===== src/rtl/mem_port_arbiter_if.sv =====
// Requester and memory-bus signal bundle for mem_port_arbiter.
// The slave modport is the arbiter's view; master is the core/bus side.
interface mem_port_arbiter_if;
  logic        io_imem_req_valid;
  logic        io_imem_req_ready;
  logic [31:0] io_imem_addr;
  logic        io_imem_resp_valid;
  logic [31:0] io_imem_resp_rdata;
  logic        io_imem_resp_err;

  logic        io_dmem_req_valid;
  logic        io_dmem_req_ready;
  logic [31:0] io_dmem_addr;
  logic        io_dmem_wen;
  logic [3:0]  io_dmem_mask;
  logic [31:0] io_dmem_wdata;
  logic        io_dmem_resp_valid;
  logic [31:0] io_dmem_resp_rdata;
  logic        io_dmem_resp_err;

  logic        io_bus_req;
  logic        io_bus_gnt;
  logic [31:0] io_bus_addr;
  logic        io_bus_wen;
  logic [3:0]  io_bus_mask;
  logic [31:0] io_bus_wdata;
  logic        io_bus_rvalid;
  logic [31:0] io_bus_rdata;

  logic        io_busy;

  modport slave (
    input  io_imem_req_valid, io_imem_addr,
    output io_imem_req_ready, io_imem_resp_valid, io_imem_resp_rdata, io_imem_resp_err,
    input  io_dmem_req_valid, io_dmem_addr, io_dmem_wen, io_dmem_mask, io_dmem_wdata,
    output io_dmem_req_ready, io_dmem_resp_valid, io_dmem_resp_rdata, io_dmem_resp_err,
    output io_bus_req, io_bus_addr, io_bus_wen, io_bus_mask, io_bus_wdata,
    input  io_bus_gnt, io_bus_rvalid, io_bus_rdata,
    output io_busy
  );

  modport master (
    output io_imem_req_valid, io_imem_addr,
    input  io_imem_req_ready, io_imem_resp_valid, io_imem_resp_rdata, io_imem_resp_err,
    output io_dmem_req_valid, io_dmem_addr, io_dmem_wen, io_dmem_mask, io_dmem_wdata,
    input  io_dmem_req_ready, io_dmem_resp_valid, io_dmem_resp_rdata, io_dmem_resp_err,
    input  io_bus_req, io_bus_addr, io_bus_wen, io_bus_mask, io_bus_wdata,
    output io_bus_gnt, io_bus_rvalid, io_bus_rdata,
    input  io_busy
  );
endinterface


===== src/rtl/mem_port_arbiter.sv =====
// Round-robin arbiter sharing one single-port memory bus between instruction
// fetch and data access, one transaction outstanding, with bus timeout.
module mem_port_arbiter #(
  parameter int unsigned TIMEOUT_CYCLES  = 256,
  parameter bit          RESET_LAST_IMEM = 1'b1
) (
  input  logic              clk,
  input  logic              rst,
  mem_port_arbiter_if.slave io
);

  typedef enum logic [1:0] {ST_IDLE, ST_REQ, ST_RESP} state_t;

  localparam logic        OWN_IMEM   = 1'b0;
  localparam logic        OWN_DMEM   = 1'b1;
  localparam logic        RESET_LAST = RESET_LAST_IMEM ? OWN_IMEM : OWN_DMEM;
  localparam bit          TO_EN      = (TIMEOUT_CYCLES != 0);
  localparam logic [15:0] TO_LAST    = 16'(TIMEOUT_CYCLES - 1);

  state_t      r_state;
  logic        r_owner;
  logic        r_last;
  logic [31:0] r_addr;
  logic        r_wen;
  logic [3:0]  r_mask;
  logic [31:0] r_wdata;
  logic [15:0] r_cnt;
  logic        r_bus_req;

  logic        r_imem_rvalid;
  logic [31:0] r_imem_rdata;
  logic        r_imem_err;
  logic        r_dmem_rvalid;
  logic [31:0] r_dmem_rdata;
  logic        r_dmem_err;

  logic        w_idle;
  logic        w_imem_ready;
  logic        w_dmem_ready;
  logic        w_accept;
  logic        w_expire;
  logic        w_done_ok;
  logic        w_done_to;
  logic        w_fire;
  logic [31:0] w_rdata;

  // On a tie the requester that was not served last wins.
  assign w_idle       = (r_state == ST_IDLE);
  assign w_imem_ready = w_idle && io.io_imem_req_valid &&
                        (!io.io_dmem_req_valid || (r_last == OWN_DMEM));
  assign w_dmem_ready = w_idle && io.io_dmem_req_valid &&
                        (!io.io_imem_req_valid || (r_last == OWN_IMEM));
  assign w_accept     = w_imem_ready || w_dmem_ready;

  // A gnt/rvalid arriving in the last allowed cycle beats the timeout.
  assign w_expire  = TO_EN && (r_cnt == TO_LAST);
  assign w_done_ok = (r_state == ST_RESP) && io.io_bus_rvalid;
  assign w_done_to = w_expire &&
                     (((r_state == ST_REQ)  && !io.io_bus_gnt) ||
                      ((r_state == ST_RESP) && !io.io_bus_rvalid));
  assign w_fire    = w_done_ok || w_done_to;
  assign w_rdata   = (w_done_ok && !r_wen) ? io.io_bus_rdata : 32'h0;

  always_ff @(posedge clk) begin
    if (!rst) begin
      r_state       <= ST_IDLE;
      r_owner       <= OWN_IMEM;
      r_last        <= RESET_LAST;
      r_addr        <= 32'h0;
      r_wen         <= 1'b0;
      r_mask        <= 4'h0;
      r_wdata       <= 32'h0;
      r_cnt         <= 16'h0;
      r_bus_req     <= 1'b0;
      r_imem_rvalid <= 1'b0;
      r_imem_rdata  <= 32'h0;
      r_imem_err    <= 1'b0;
      r_dmem_rvalid <= 1'b0;
      r_dmem_rdata  <= 32'h0;
      r_dmem_err    <= 1'b0;
    end else begin
      r_imem_rvalid <= 1'b0;
      r_dmem_rvalid <= 1'b0;

      case (r_state)
        ST_IDLE: begin
          if (w_accept) begin
            r_owner   <= w_dmem_ready;
            r_last    <= w_dmem_ready;
            r_cnt     <= 16'h0;
            r_bus_req <= 1'b1;
            r_state   <= ST_REQ;
            if (w_dmem_ready) begin
              r_addr  <= io.io_dmem_addr;
              r_wen   <= io.io_dmem_wen;
              r_mask  <= io.io_dmem_mask;
              r_wdata <= io.io_dmem_wdata;
            end else begin
              r_addr  <= io.io_imem_addr;
              r_wen   <= 1'b0;
              r_mask  <= 4'hF;
              r_wdata <= 32'h0;
            end
          end
        end
        ST_REQ: begin
          r_cnt <= r_cnt + 16'd1;
          if (io.io_bus_gnt) begin
            r_bus_req <= 1'b0;
            r_state   <= ST_RESP;
          end else if (w_done_to) begin
            r_bus_req <= 1'b0;
            r_state   <= ST_IDLE;
          end
        end
        ST_RESP: begin
          r_cnt <= r_cnt + 16'd1;
          if (w_fire) r_state <= ST_IDLE;
        end
        default: begin
          r_bus_req <= 1'b0;
          r_state   <= ST_IDLE;
        end
      endcase

      if (w_fire) begin
        if (r_owner == OWN_DMEM) begin
          r_dmem_rvalid <= 1'b1;
          r_dmem_rdata  <= w_rdata;
          r_dmem_err    <= w_done_to;
        end else begin
          r_imem_rvalid <= 1'b1;
          r_imem_rdata  <= w_rdata;
          r_imem_err    <= w_done_to;
        end
      end
    end
  end

  assign io.io_imem_req_ready  = w_imem_ready;
  assign io.io_dmem_req_ready  = w_dmem_ready;
  assign io.io_imem_resp_valid = r_imem_rvalid;
  assign io.io_imem_resp_rdata = r_imem_rdata;
  assign io.io_imem_resp_err   = r_imem_err;
  assign io.io_dmem_resp_valid = r_dmem_rvalid;
  assign io.io_dmem_resp_rdata = r_dmem_rdata;
  assign io.io_dmem_resp_err   = r_dmem_err;
  assign io.io_bus_req         = r_bus_req;
  assign io.io_bus_addr        = r_addr;
  assign io.io_bus_wen         = r_wen;
  assign io.io_bus_mask        = r_mask;
  assign io.io_bus_wdata       = r_wdata;
  assign io.io_busy            = !w_idle;

endmodule

===== src/flat_wrapper.sv =====
// flat-port wrapper written by rule: the top's interface ports become plain ports
module mem_port_arbiter_flat 
#(
  parameter int unsigned TIMEOUT_CYCLES  = 256,
  parameter bit          RESET_LAST_IMEM = 1'b1
)
  (clk, rst, io_io_imem_req_valid, io_io_imem_addr, io_io_imem_req_ready, io_io_imem_resp_valid, io_io_imem_resp_rdata, io_io_imem_resp_err, io_io_dmem_req_valid, io_io_dmem_addr, io_io_dmem_wen, io_io_dmem_mask, io_io_dmem_wdata, io_io_dmem_req_ready, io_io_dmem_resp_valid, io_io_dmem_resp_rdata, io_io_dmem_resp_err, io_io_bus_req, io_io_bus_addr, io_io_bus_wen, io_io_bus_mask, io_io_bus_wdata, io_io_bus_gnt, io_io_bus_rvalid, io_io_bus_rdata, io_io_busy);
  mem_port_arbiter_if io_i ();
  input  logic clk;
  input  logic rst;
  input wire logic [$bits(io_i.io_imem_req_valid)-1:0] io_io_imem_req_valid;
  input wire logic [$bits(io_i.io_imem_addr)-1:0] io_io_imem_addr;
  output wire logic [$bits(io_i.io_imem_req_ready)-1:0] io_io_imem_req_ready;
  output wire logic [$bits(io_i.io_imem_resp_valid)-1:0] io_io_imem_resp_valid;
  output wire logic [$bits(io_i.io_imem_resp_rdata)-1:0] io_io_imem_resp_rdata;
  output wire logic [$bits(io_i.io_imem_resp_err)-1:0] io_io_imem_resp_err;
  input wire logic [$bits(io_i.io_dmem_req_valid)-1:0] io_io_dmem_req_valid;
  input wire logic [$bits(io_i.io_dmem_addr)-1:0] io_io_dmem_addr;
  input wire logic [$bits(io_i.io_dmem_wen)-1:0] io_io_dmem_wen;
  input wire logic [$bits(io_i.io_dmem_mask)-1:0] io_io_dmem_mask;
  input wire logic [$bits(io_i.io_dmem_wdata)-1:0] io_io_dmem_wdata;
  output wire logic [$bits(io_i.io_dmem_req_ready)-1:0] io_io_dmem_req_ready;
  output wire logic [$bits(io_i.io_dmem_resp_valid)-1:0] io_io_dmem_resp_valid;
  output wire logic [$bits(io_i.io_dmem_resp_rdata)-1:0] io_io_dmem_resp_rdata;
  output wire logic [$bits(io_i.io_dmem_resp_err)-1:0] io_io_dmem_resp_err;
  output wire logic [$bits(io_i.io_bus_req)-1:0] io_io_bus_req;
  output wire logic [$bits(io_i.io_bus_addr)-1:0] io_io_bus_addr;
  output wire logic [$bits(io_i.io_bus_wen)-1:0] io_io_bus_wen;
  output wire logic [$bits(io_i.io_bus_mask)-1:0] io_io_bus_mask;
  output wire logic [$bits(io_i.io_bus_wdata)-1:0] io_io_bus_wdata;
  input wire logic [$bits(io_i.io_bus_gnt)-1:0] io_io_bus_gnt;
  input wire logic [$bits(io_i.io_bus_rvalid)-1:0] io_io_bus_rvalid;
  input wire logic [$bits(io_i.io_bus_rdata)-1:0] io_io_bus_rdata;
  output wire logic [$bits(io_i.io_busy)-1:0] io_io_busy;
  assign io_i.io_imem_req_valid = io_io_imem_req_valid;
  assign io_i.io_imem_addr = io_io_imem_addr;
  assign io_io_imem_req_ready = io_i.io_imem_req_ready;
  assign io_io_imem_resp_valid = io_i.io_imem_resp_valid;
  assign io_io_imem_resp_rdata = io_i.io_imem_resp_rdata;
  assign io_io_imem_resp_err = io_i.io_imem_resp_err;
  assign io_i.io_dmem_req_valid = io_io_dmem_req_valid;
  assign io_i.io_dmem_addr = io_io_dmem_addr;
  assign io_i.io_dmem_wen = io_io_dmem_wen;
  assign io_i.io_dmem_mask = io_io_dmem_mask;
  assign io_i.io_dmem_wdata = io_io_dmem_wdata;
  assign io_io_dmem_req_ready = io_i.io_dmem_req_ready;
  assign io_io_dmem_resp_valid = io_i.io_dmem_resp_valid;
  assign io_io_dmem_resp_rdata = io_i.io_dmem_resp_rdata;
  assign io_io_dmem_resp_err = io_i.io_dmem_resp_err;
  assign io_io_bus_req = io_i.io_bus_req;
  assign io_io_bus_addr = io_i.io_bus_addr;
  assign io_io_bus_wen = io_i.io_bus_wen;
  assign io_io_bus_mask = io_i.io_bus_mask;
  assign io_io_bus_wdata = io_i.io_bus_wdata;
  assign io_i.io_bus_gnt = io_io_bus_gnt;
  assign io_i.io_bus_rvalid = io_io_bus_rvalid;
  assign io_i.io_bus_rdata = io_io_bus_rdata;
  assign io_io_busy = io_i.io_busy;
  mem_port_arbiter #(.TIMEOUT_CYCLES(TIMEOUT_CYCLES), .RESET_LAST_IMEM(RESET_LAST_IMEM)) u_core (.clk(clk), .rst(rst), .io(io_i));
endmodule

===== config.mk =====
export PLATFORM = sky130hd
export DESIGN_NAME = mem_port_arbiter_flat
export DESIGN_NICKNAME = d
export VERILOG_FILES = /design/src/rtl/mem_port_arbiter_if.sv /design/src/rtl/mem_port_arbiter.sv /design/src/flat_wrapper.sv
export SDC_FILE = /design/constraint.sdc
export NUM_CORES = 1
export LEC_CHECK = 0
export ABC_AREA = 1
export BUFFER_PORTS_ARGS = -buffer_cell sky130_fd_sc_hd__clkbuf_2
export CORE_MARGIN = 3
export CORE_UTILIZATION = 43
export CTS_CLUSTER_SIZE = 14
export DETAILED_ROUTE_END_ITERATION = 16
export GPL_TIMING_DRIVEN = 0
export HOLD_SLACK_MARGIN = 0.06
export PLACE_DENSITY = 0.75
export SLEW_MARGIN = 20
export SYNTH_ARGS = -nofsm -noshare
export SYNTH_HDL_FRONTEND = slang
export SYNTH_SLANG_ARGS = --single-unit
export TNS_END_PERCENT = 5

===== constraint.sdc =====
create_clock -name clk -period 1.55 [get_ports clk]
set_input_delay 0.0775 -clock clk [delete_from_list [all_inputs] [get_ports clk]]
set_output_delay 0.0775 -clock clk [all_outputs]
set_load 0.1 [all_outputs]

Yosys cells after proc, flatten, opt, wreduce, memory -nomap -nowiden
Cells that the tools add are included.
Widths: inputs -> output; s select.
- logic and storage cells: 71
- bits of input ports: 139
- bits in registers: 157
- output and inout bits: 141
- equal/unequal tests: 6
- reductions and logical operators: 30
- add/subtract/negate cells: 1
- muxes and demuxes: 18
- bitwise gates (word level): 2
- operators by type and width (cell ; count):
    $mux 32 ; 3
    $pmux 16 s2 ; 1
    $add 16x1->16 const B ; 1
    $eq 16x8->1 const B ; 1
    $mux 16 ; 1
    $reduce_and 2->1 ; 5
    $logic_and 1x1->1 ; 9
    $mux 2 ; 4
    $logic_not 1->1 ; 6
    $mux 1 ; 6
    $pmux 2 s3 ; 1
    $reduce_and 3->1 ; 2
    $logic_or 1x1->1 ; 5
    $mux 4 ; 1
    $ne 3x2->1 const B ; 1
    $pmux 1 s3 ; 1
    $eq 2x1->1 const B ; 1
    $eq 2x2->1 const B ; 1
    $logic_not 2->1 ; 1
    $ne 2x1->1 const B ; 1
    $ne 2x2->1 const B ; 1
    $not 1->1 ; 2
    $reduce_bool 2->1 ; 1
    $reduce_or 2->1 ; 1

Depth between registers and ports, before layout
- depth in word-level cells: 7
- depth in mapped cells: 13
- gate-level depth less buffers: 12

Least setup slack after synthesis
Ideal clock, no wire load.
- kind: register to output
- start point: register, netlist name u_core.r_owner
- end point: output io_io_imem_req_ready
- arrival: 2.326 ns
- stages on the path, launching flop included: 6
- slack: -0.853 ns
- data required time: 1.472 ns
- path buffers: 3
- path through: dfxtp_1 -> buf_2 -> inv_1 -> clkbuf_1 -> buf_2 -> a21oi_1
- RTL lines (what ; line ; text):
    to (decl) ; flat_wrapper.sv:13 ; output wire logic [$bits(io_i.io_imem_req_ready)-1:0] io_io_imem_req_ready;

Worst setup path in the final report
- start point: register u_core.r_state[1]
- end point: register u_core.r_dmem_rdata[21] (netlist: u_core.io.io_dmem_resp_rdata[21])
- word-level cells in the longest chain between the ends: 6
- elaborated cells between the ends (all ways): 11
- classes of those cells: eq/ne (2); mux (1); reduce/logical (8)
- ends and longest elaborated chain (what ; line ; text):
    from (decl) ; mem_port_arbiter.sv:20 ; state_t r_state;
    from (signal assigned) ; mem_port_arbiter.sv:66 ; r_state <= ST_IDLE;
    from (signal assigned) ; mem_port_arbiter.sv:92 ; r_state <= ST_REQ;
    from (signal assigned) ; mem_port_arbiter.sv:110 ; r_state <= ST_RESP;
    $eq 2x1->1 / $eq 2x2->1 (equally long branches) ; mem_port_arbiter.sv:59, mem_port_arbiter.sv:57, mem_port_arbiter.sv:60 ;
    $logic_and 1x1->1 (on tied branches) ; mem_port_arbiter.sv:59, mem_port_arbiter.sv:60 ;
    $logic_or 1x1->1 ; mem_port_arbiter.sv:59 ; (((r_state == ST_REQ) && !io.io_bus_gnt) ||
    $logic_and 1x1->1 ; mem_port_arbiter.sv:58 ; assign w_done_to = w_expire &&
    $logic_or 1x1->1 ; mem_port_arbiter.sv:61 ; assign w_fire = w_done_ok || w_done_to;
    $reduce_and 2->1 (no line) ; n/a ;
    to (signal assigned) ; mem_port_arbiter.sv:129 ; r_dmem_rdata <= w_rdata;
    to (decl) ; mem_port_arbiter.sv:34 ; logic [31:0] r_dmem_rdata;
Several ways; a longest one is shown, not always the timed one.
A chain may end at the register's enable or synchronous reset.

==> impl_metrics.yaml <==
sta:
  setup_tns_ns: -16.75
  finalHoldViolCount: 0
  tightestPinTransition_ns: 0.731
  slew_headroom: 0.512
  skew_ns: 0.0235
  maxSlewViolCount: 0
  finalCritPeriodShare: 1.18
  setup_viol: 124
  min_period_ns: 1.82
  rsz0062_at_grt: "true"
  clock.fmax_ghz: 0.548
  setup_slack_ns: -0.274
final_layout:
  drive_above_1_share: 0.339
  fin_util: 0.750
  fillerInstances: 995
  finalNonFillerCells: 1579
  nNetsFinal: 1524
  area_growth_pct: 67.3
synthesis:
  synth_seq_cells: 157
  synth_cell_types: 28
  synth_enable_flop_cells: 0
  syn_area_um2: 6660
  synthArstFlopShare: 0
  synth_area_per_cell_um2: 7.17
  synth_top_area_cell: "dfxtp_1"
  netlist_instances: 930
  yosys.cell_count.top_type: "nand2_1"
  synth_area_leaders: "dfxtp_1, nand2_1, a21oi_1"
  synth_top_cell_area_share: 0.472
  ys.flop_type: "dfxtp_1"
  ys_seq_area_frac: 0.472
  yosys-top-cells-count: "nand2_1, dfxtp_1, a21oi_1"
  syn_nets: 1074
  yosysWarningCount: 0
clock_network:
  worst_setup_hold_path_clk_slew_ns: 0.06
  clk_latency_ns: 0.44
  cts_buffers: 17
  clockRootBuffer: "clkbuf_16"
  cts_sinks: 157
  htreeDepth: 4
  cts_tree: "done"
  clockBufferDepth: 2
die:
  die_height_um: 130
  core_um2: 14900
  initial_utilization: 0.448
  rows: 44
  die_w_um: 130
  pin_count: 280
  die-area_um2: 17000
grt:
  grt_pass1_wl_um: 41500
  grt_pass1_vias: 8335
  grt_usage: 0.309
  grt_max_degree: 17
  grt_overflow_total: 0
  antenna_found_initial: 0
pwr:
  p_int_mw: 9.54
  pwr-share-comb: 0.491
  leakagePower_nw: 5.26
  p_clk_frac: 0.239
  p_total_mw: 18.4
  p_sw_frac: 0.483
  irDropWorstVdd_mv: 1.74
  p_sw_mw: 8.91
  p_per_area_nw_per_um2: 1650
  power_frac_seq: 0.270
drt:
  routedWlPerCell_um: 18.5
  drt_iter0_markers: 805
  drc: 0
  routed_wl_um: 29200
  vias: 8633
  drt-pass1-iter-count: 6
  viasPerCell: 5.47
  final_antenna_net_count: 0
place:
  dp_hpwl_um: 16500
  place_inst: 1392
  gp_congestion: 0.873
  portBuffers: 278
setup_path:
  path_class: "reg2reg"
  crit_slowest_cell: "dfxtp_4"
  crit_fanout: 10
  crit_chain: "inv_6 > ha_4 > inv_2 > or2_1 > nand2_1 > nand3_2 > nand2_4 > buf_8 > buf_4 > a21oi_1 > nor2_1"
  critPathLaunchType: "register"
  critPathCaptureType: "register"
  arrival_ns: 2.17
  slowest_delay_ns: 0.37
  cp_data_required_time_ns: 1.89
worst_hold_path:
  hold_class: "in2reg"
run_status:
  status: "finished, violations left"
  violations: "negative setup slack"
flow_run:
  drv_cap: 0
==> metal layers <==
layer	vias to the layer above	routed length, µm	GRT usage
met3	186	2900	0.0752
li1	3913	-	-
met5	-	0	0
met2	638	13900	0.536
met4	0	2030	0.172
met1	3896	10300	0.348
==> power groups by stage <==
stage / clock network (mW) / logic, mW / registers, mW
final: 4.41 / 9.05 / 4.98
after global routing: 4.59 / 9.39 / 5.00
after CTS: 4.39 / 8.23 / 4.87
after detailed placement: 0 / 7.27 / 4.93
after global placement: 0 / 7.22 / 4.93
after floorplan: 0 / 2.41 / 8.33
==> path summary, 6_finish.rpt <==
check	endpoint	slack, ns	depth (start not counted)	startpoint
setup reg to reg	u_core.io.io_dmem_resp_rdata[21]$_SDFFE_PN0P_	-0.27	11	u_core.r_state[1]$_SDFFE_PN0P_
hold / removal	u_core.r_state[1]$_SDFFE_PN0P_	0.13	5	io_io_bus_rvalid
hold reg to reg	u_core.r_cnt[7]$_SDFFE_PN0P_	0.46	2	u_core.r_cnt[7]$_SDFFE_PN0P_
setup / recovery	u_core.io.io_dmem_resp_rdata[21]$_SDFFE_PN0P_	-0.27	11	u_core.r_state[1]$_SDFFE_PN0P_
==> cell families (layout without fill, tap and decap cells) <==
kind of cell	Yosys count	in the layout	share of synthesized area
flops	157	157	0.472
other cells	0	2	0
xor+xnor	1	1	0.00131
compound gates	161	161	0.139
fa+ha+maj	5	5	0.00939
simple gates	458	458	0.283
buf+inv	148	611	0.0956
==> flip-flops by register name (all words and copies together) (netlist names) <==
name,count
u_core.io.io_bus_addr,32
u_core.io.io_imem_resp_err,1
u_core.io.io_bus_mask,4
u_core.io.io_dmem_resp_rdata,32
u_core.r_owner,1
u_core.io.io_bus_wen,1
u_core.io.io_dmem_resp_valid,1
u_core.r_cnt,16
u_core.io.io_dmem_resp_err,1
u_core.io.io_bus_req,1
u_core.io.io_imem_resp_valid,1
u_core.io.io_bus_wdata,32
u_core.io.io_imem_resp_rdata,32
u_core.r_state,2
==> worst max-delay path, delay by kind of cell, from the launching register on <==
kind                       cells  cell delay, ns
AOI/OAI and AO/OA              1            0.09
adders and majority gates      1            0.13
buffers and inverters          4            0.42
DFF                            1            0.37
and+or+nand+nor                5            0.74
==> layout by cell type, fill, tap and decap left out, types with 3 or more instances in the layout <==
cell / count
a21oi_1: 85
a21oi_2: 26
a21oi_4: 4
buf_1: 10
buf_2: 3
buf_4: 15
buf_6: 13
buf_8: 14
bufinv_16: 3
clkbuf_1: 13
clkbuf_16: 22
clkbuf_2: 280
clkbuf_4: 4
clkbuf_8: 5
clkinv_2: 3
clkinv_4: 3
clkinvlp_4: 3
dfxtp_1: 154
dlygate4sd3_1: 134
ha_4: 3
inv_1: 74
inv_2: 4
inv_6: 5
nand2_1: 247
nand2_2: 18
nand2_4: 6
nand3_1: 91
nand3_2: 15
nor2_1: 66
nor2_2: 6
nor2_4: 3
o211ai_1: 32
o21ai_0: 4
o21ai_1: 4
o221a_2: 3
==> per-stage QoR <==
step           hold WS (ns)  area (µm²)  worst slack, ns
2_1_floorplan         0.218        6710           -0.252
3_3_place_gp          0.309        8330           -0.444
3_5_place_dp          0.312        8330           -0.475
4_1_cts               0.113       10700           -0.211
5_1_grt               0.177       11100           -0.350
6_report              0.126       11200           -0.274
==> final cells by class <==
cell class	instances	area, µm²	area share
Clock buffer	19	453	0.0406
Tap cell	184	230	0.0206
Clock inverter	13	164	0.0147
Antenna cell	2	5.00	0.000449
Buffer	64	542	0.0486
Timing Repair Buffer	431	2990	0.268
Multi-Input combinational cell	625	3280	0.294
Inverter	84	339	0.0304
Sequential cell	157	3150	0.283
==> timing repair <==
item,4_1_cts,5_1_grt
endpoints found under the setup margin,160,158
buffers inserted,14,3
gates cloned,1,1
pin swaps,27,16
hold endpoints to repair,134,0
resized for setup,94,103
hold buffers,134,0
(Power assumes the default switching activity.)
